===== src/rtl/alu_pkg.sv =====
// Shared types and constants for the ALU operand sequencer and its ALU.
package alu_pkg;

  localparam int DATA_W = 8;
  localparam int OP_W   = 4;
  localparam int FLAG_W = 4;

  // Sequencer states; the encoding is exported on the debug LEDs.
  typedef enum logic [2:0] {
    ST_GET_A   = 3'd0,
    ST_GET_B   = 3'd1,
    ST_GET_OP  = 3'd2,
    ST_EXEC    = 3'd3,
    ST_SETTLE  = 3'd4,
    ST_SHOW    = 3'd5
  } state_t;

  // Opcodes understood by the ALU; anything else yields a zero result.
  localparam logic [OP_W-1:0] OP_ADD = 4'd1;
  localparam logic [OP_W-1:0] OP_SUB = 4'd2;
  localparam logic [OP_W-1:0] OP_AND = 4'd3;
  localparam logic [OP_W-1:0] OP_OR  = 4'd4;
  localparam logic [OP_W-1:0] OP_XOR = 4'd5;
  localparam logic [OP_W-1:0] OP_NOT = 4'd6;
  localparam logic [OP_W-1:0] OP_INC = 4'd7;
  localparam logic [OP_W-1:0] OP_SHL = 4'd8;
  localparam logic [OP_W-1:0] OP_SHR = 4'd9;

  // Bit positions inside the {N,Z,C,V} flag vector.
  localparam int FLAG_N = 3;
  localparam int FLAG_Z = 2;
  localparam int FLAG_C = 1;
  localparam int FLAG_V = 0;

endpackage : alu_pkg


===== src/rtl/alu_op_sequencer_edge_detect_rise.sv =====
// Single-cycle rising-edge pulse from a level input (already synchronised
// and debounced upstream).
module edge_detect_rise (
  input  logic clk,
  input  logic rst_n,
  input  logic in,
  output logic rise
);

  logic r_in_d;

  // Remember the previous level so a held level counts as one edge.
  // NOTE: reset is sampled only on the clock edge (synchronous), so rst_n is
  // deliberately absent from the sensitivity list; state uses <= so every
  // flop samples pre-edge values regardless of statement order.
  always_ff @(posedge clk) begin
    if (!rst_n) begin
      r_in_d <= 1'b0;
    end else begin
      r_in_d <= in;
    end
  end

  assign rise = in & ~r_in_d;

endmodule : edge_detect_rise


===== src/rtl/alu_op_sequencer.sv =====
// Operand/opcode collector and result capture stage wrapped around the
// combinational 8-bit ALU. One button press per field: A, B, opcode; then a
// timed start strobe, a settle window, and a registered result for display.
module alu_op_sequencer
  import alu_pkg::*;
#(
  parameter int START_CYCLES  = 2,
  parameter int SETTLE_CYCLES = 1
) (
  input  logic              clk,
  input  logic              rst_n,
  input  logic [DATA_W-1:0] data_in,
  input  logic              load,
  input  logic              clear,
  output logic [DATA_W-1:0] a_o,
  output logic [DATA_W-1:0] b_o,
  output logic [OP_W-1:0]   op_o,
  output logic              start_o,
  input  logic [DATA_W-1:0] alu_result_i,
  input  logic [FLAG_W-1:0] alu_flags_i,
  output logic [DATA_W-1:0] result_q,
  output logic [FLAG_W-1:0] flags_q,
  output logic              done,
  output logic              busy,
  output logic [2:0]        state_o,
  output logic [7:0]        op_count
);

  // One shared down-counter serves both the start and the settle windows.
  localparam int CNT_MAX = (START_CYCLES > SETTLE_CYCLES) ? START_CYCLES : SETTLE_CYCLES;
  localparam int CNT_W   = (CNT_MAX > 1) ? $clog2(CNT_MAX) : 1;
  localparam logic [CNT_W-1:0] START_LAST  = CNT_W'(START_CYCLES - 1);
  localparam logic [CNT_W-1:0] SETTLE_LAST = CNT_W'(SETTLE_CYCLES - 1);

  state_t              r_state;
  logic [CNT_W-1:0]    r_cnt;
  logic [DATA_W-1:0]   r_a;
  logic [DATA_W-1:0]   r_b;
  logic [OP_W-1:0]     r_op;
  logic                r_start;
  logic [DATA_W-1:0]   r_result;
  logic [FLAG_W-1:0]   r_flags;
  logic                r_done;
  logic                r_busy;
  logic [7:0]          r_op_count;
  logic                w_load_rise;

  edge_detect_rise u_load_edge (
    .clk   (clk),
    .rst_n (rst_n),
    .in    (load),
    .rise  (w_load_rise)
  );

  // Sequencer: field capture, start/settle timing and result capture, with
  // every output registered alongside the state.
  always_ff @(posedge clk) begin
    if (!rst_n) begin
      r_state    <= ST_GET_A;
      r_cnt      <= '0;
      r_a        <= '0;
      r_b        <= '0;
      r_op       <= '0;
      r_start    <= 1'b0;
      r_result   <= '0;
      r_flags    <= '0;
      r_done     <= 1'b0;
      r_busy     <= 1'b0;
      r_op_count <= '0;
    end else if (clear) begin
      // Abort to the first field; operands and captured results are kept.
      r_state <= ST_GET_A;
      r_cnt   <= '0;
      r_start <= 1'b0;
      r_busy  <= 1'b0;
      r_done  <= 1'b0;
    end else begin
      case (r_state)
        ST_GET_A: begin
          if (w_load_rise) begin
            r_a     <= data_in;
            r_state <= ST_GET_B;
          end
        end
        ST_GET_B: begin
          if (w_load_rise) begin
            r_b     <= data_in;
            r_state <= ST_GET_OP;
          end
        end
        ST_GET_OP: begin
          // Start goes high together with the EXEC state so the strobe
          // covers exactly the EXEC cycles.
          if (w_load_rise) begin
            r_op    <= data_in[OP_W-1:0];
            r_cnt   <= '0;
            r_start <= 1'b1;
            r_busy  <= 1'b1;
            r_state <= ST_EXEC;
          end
        end
        ST_EXEC: begin
          if (r_cnt == START_LAST) begin
            r_start <= 1'b0;
            r_cnt   <= '0;
            r_state <= ST_SETTLE;
          end else begin
            r_cnt <= r_cnt + 1'b1;
          end
        end
        ST_SETTLE: begin
          if (r_cnt == SETTLE_LAST) begin
            r_result   <= alu_result_i;
            r_flags    <= alu_flags_i;
            r_op_count <= r_op_count + 8'd1;
            r_busy     <= 1'b0;
            r_done     <= 1'b1;
            r_cnt      <= '0;
            r_state    <= ST_SHOW;
          end else begin
            r_cnt <= r_cnt + 1'b1;
          end
        end
        ST_SHOW: begin
          // The press that leaves SHOW only acknowledges; it loads nothing.
          if (w_load_rise) begin
            r_done  <= 1'b0;
            r_state <= ST_GET_A;
          end
        end
        default: begin
          r_state <= ST_GET_A;
          r_cnt   <= '0;
          r_start <= 1'b0;
          r_busy  <= 1'b0;
          r_done  <= 1'b0;
        end
      endcase
    end
  end

  assign a_o      = r_a;
  assign b_o      = r_b;
  assign op_o     = r_op;
  assign start_o  = r_start;
  assign result_q = r_result;
  assign flags_q  = r_flags;
  assign done     = r_done;
  assign busy     = r_busy;
  assign state_o  = r_state;
  assign op_count = r_op_count;

endmodule : alu_op_sequencer


===== config.mk =====
export PLATFORM = sky130hd
export DESIGN_NAME = alu_op_sequencer
export DESIGN_NICKNAME = d
export VERILOG_FILES = /design/src/rtl/alu_pkg.sv /design/src/rtl/alu_op_sequencer_edge_detect_rise.sv /design/src/rtl/alu_op_sequencer.sv
export SDC_FILE = /design/constraint.sdc
export NUM_CORES = 1
export LEC_CHECK = 0
export ABC_CLOCK_PERIOD_IN_PS = 2550
export BUFFER_PORTS_ARGS = -buffer_cell sky130_fd_sc_hd__buf_4
export CAP_MARGIN = 10
export CORE_MARGIN = 4
export CORE_UTILIZATION = 48
export DETAILED_ROUTE_END_ITERATION = 6
export PLACE_DENSITY_LB_ADDON = 0.2
export SLEW_MARGIN = 10
export SYNTH_ARGS = -nofsm -noshare
export SYNTH_HDL_FRONTEND = slang
export SYNTH_HIERARCHICAL = 1
export SYNTH_SLANG_ARGS = --single-unit

===== constraint.sdc =====
create_clock -name clk -period 2.55 [get_ports clk]
set_clock_uncertainty 0.1 [all_clocks]
set_input_delay 0.255 -clock clk [delete_from_list [all_inputs] [get_ports clk]]
set_output_delay 0.255 -clock clk [all_outputs]
set_load 0.02 [all_outputs]

==> impl_metrics.ini <==
[outcome]
status = finished, final reports clean

[yosys]
ys_seq_area_frac = 0.4635
muxShareOfSynthArea = 0.01448
synth_commonest_cells = dfxtp_1, a21oi_1, nand3_1
synthAdderAreaFrac = 0.006035
syn_area_sq_um = 2073
syn-num-nets = 269
synth_seq_cells = 48
synthSimpleGateAreaFrac = 0.2360
synth-xor-area-share = 0
synth_top_area_share = 0.4635
synth_top_family_by_area = simple AND/OR/NAND/NOR gates
yosysWarnings = 6
synth_compound_area_frac = 0.2233
async_flop_share = 0
synth_cell_types = 40
synth_most_common_cell = dfxtp_1
syn_inst = 244
ys_top_cells_by_area = dfxtp_1, a21oi_1, nand3_1
syn_avg_cell_area_sq_um = 8.497
synth_edf_count = 0
synth_flop_cell = dfxtp_1
yosysTopAreaCell = dfxtp_1

[final_layout]
multi_input_area_sq_um = 994.7
insertedDiodeCount = 0
final_util = 0.6623
nets = 329
seqCellArea_sq_um = 960.9
syn_to_final_growth_pct = 30.54
n_fill_cell = 364
drive_above_1_share = 0.3016

[cts]
ctsResizeCount = 0
hold_buffers = 0
cts_tree = done
cts_buffer_depth = 2
insertion_delay_ps = 300
path_clk_slew_ps = 90
numCtsBuffers = 5
clkSinkCount = 48
root_buffer = clkbuf_8
cts_setup_buffers = 0
htreeDepth = 2

[power_and_ir_drop]
p_per_area_nw_per_um2 = 540.4
power.share.sequential = 0.521
switching_share = 0.2271
p_comb_frac = 0.085
irDropWorstVdd_mv = 0.3236
leakage_uw = 0.001057
switching_power_uw = 332.2
p_clk_frac = 0.394
p_int_uw = 1130

[critical_path]
critPathArrivalTime_ps = 2130
rr_endpoint = op_count[4]
cp_slowest_cell = dfxtp_1
slowest_delay_ps = 620
crit_type = reg -> reg
setup.worst_path.start_class = flop
reg2regPathDepth = 3
cp-end-kind = flop
worstPathCellList = or3b_4, or4_1, a21oi_1
startpoint = state_o[2]
path_max_fanout = 23
path_delay_family = simple AND/OR/NAND/NOR gates
cp_data_required_time_ps = 2680
rrSetupSlack_ps = 550
cp.buffers_inverters = 0
r2r_start = state_o[2]

[route]
vias = 1965
drc = 0
ant_nets = 0
drt_pre_antenna_iters = 4
drtIter0Drc = 200
viasPerCell = 5.535
drt_wl_total_um = 5082
wire_per_inst_um = 14.32

[timing]
slew_violations = 0
worstMarginPinSlew_ps = 763.2
hold_viol = 0
tns_ps = 0
rsz0062_at_grt = false
fin_crit_sh = 0.7840
period_needed_ps = 1999
fmax_mhz = 500.2
slew_headroom = 0.4890
setup_viol_count_final = 0

[min_path]
hold_end = u_load_edge/r_in_d
min_delay_path_depth = 2
hp-class = in -> reg
holdCritStartpoint = load

[floorplanning]
start_util = 0.5073
num_io_pins = 70
core_area_sq_um = 4086
die_area_sq_um = 5435
row_count = 23
die_x_um = 73.72
die_h_um = 73.72

[global_route]
antenna_found_initial = 0
grt_pass1_wl_um = 8176
grt_pass1_vias = 1789
grtUsageTotal = 0.1870
grt_max_degree = 38
overflow = 0

[placement]
dp_hpwl_um = 3482
gp_congestion = 0.7781
portBuffers = 69

[run]
cap_violations = 0
worst max path at each step:
stage / to / cells past startpoint
final: op_count[4] / 3
after global routing: op_count[3] / 3
after CTS: op_count[4] / 3
after floorplan: b_o[5] / 5
after detailed placement: op_count[4] / 3
after global placement: op_count[3] / 3
metal layers:
metal  GRT usage  part of all wire  vias to the layer above
met4     0.07445             0.015                        0
met5           0                 0                        -
met2      0.3002              0.47                       62
met3     0.03694             0.077                        7
li1            -                 -                      998
met1      0.2454              0.44                      898
flip-flops by register name, summed over array words and instances, names as in the netlist:
signal and flops:
state_o 3, start_o 1, r_cnt 1, u_load_edge/r_in_d 1
result_q 8, b_o 8, op_count 8, a_o 8
op_o 4, done 1, busy 1, flags_q 4
power by group through the flow:
| stage | clock network [uW] | registers, uW | logic (uW) |
|---|---|---|---|
| detailed placement | 0 | 780 | 124 |
| finish | 576 | 762 | 124 |
| global route | 621 | 764 | 136 |
| global placement | 0 | 780 | 124 |
| floorplan | 0 | 789 | 57.3 |
| CTS | 587 | 763 | 124 |
cell families (layout without fill, tap and decap cells):
family	Yosys count	after routing
AO/OA/AOI/OAI	88	88
AND/OR/NAND/NOR	79	79
flip-flops	48	48
buffers and inverters	25	86
multiplexers	3	3
adder cells (fa/ha/maj)	1	1
layout by cell type (no fill, tap or decap), drive strengths merged, types with 5 or more instances in the layout:
cell    count
clkbuf      6
nand2b      6
nand2       7
buf        73
a21oi      44
dfxtp      48
nand3      37
inv         5
o21ai      36
worst reg2reg max path, cell delays in order, from the launching register on:
cell and delay (ps):
dfxtp_1 620, or3b_4 560, or4_1 510, a21oi_1 150
area by class of cell:
class | instances | share of cell area
repair buffers | 73 | 0.2025
well taps | 50 | 0.02312
inverters | 5 | 0.006935
flip-flops and latches | 48 | 0.3551
multi-input cells | 171 | 0.3675
clock inverters | 2 | 0.01433
clock buffers | 6 | 0.03051
stage by stage:
step	hold slack, ps	cells	worst slack [ps]	cell area [sq um]	total power (uW)
after floorplan	276.7	244	866.1	2073	846.4
after global routing	104.3	355	437.9	2706	1520
final	86.34	355	550.9	2706	1463
after detailed placement	359.4	347	568.6	2585	904.3
after CTS	82.01	355	561.0	2706	1474
after global placement	353.7	347	612.4	2585	904.4
Note: power is estimated with default switching activity, not from simulation.
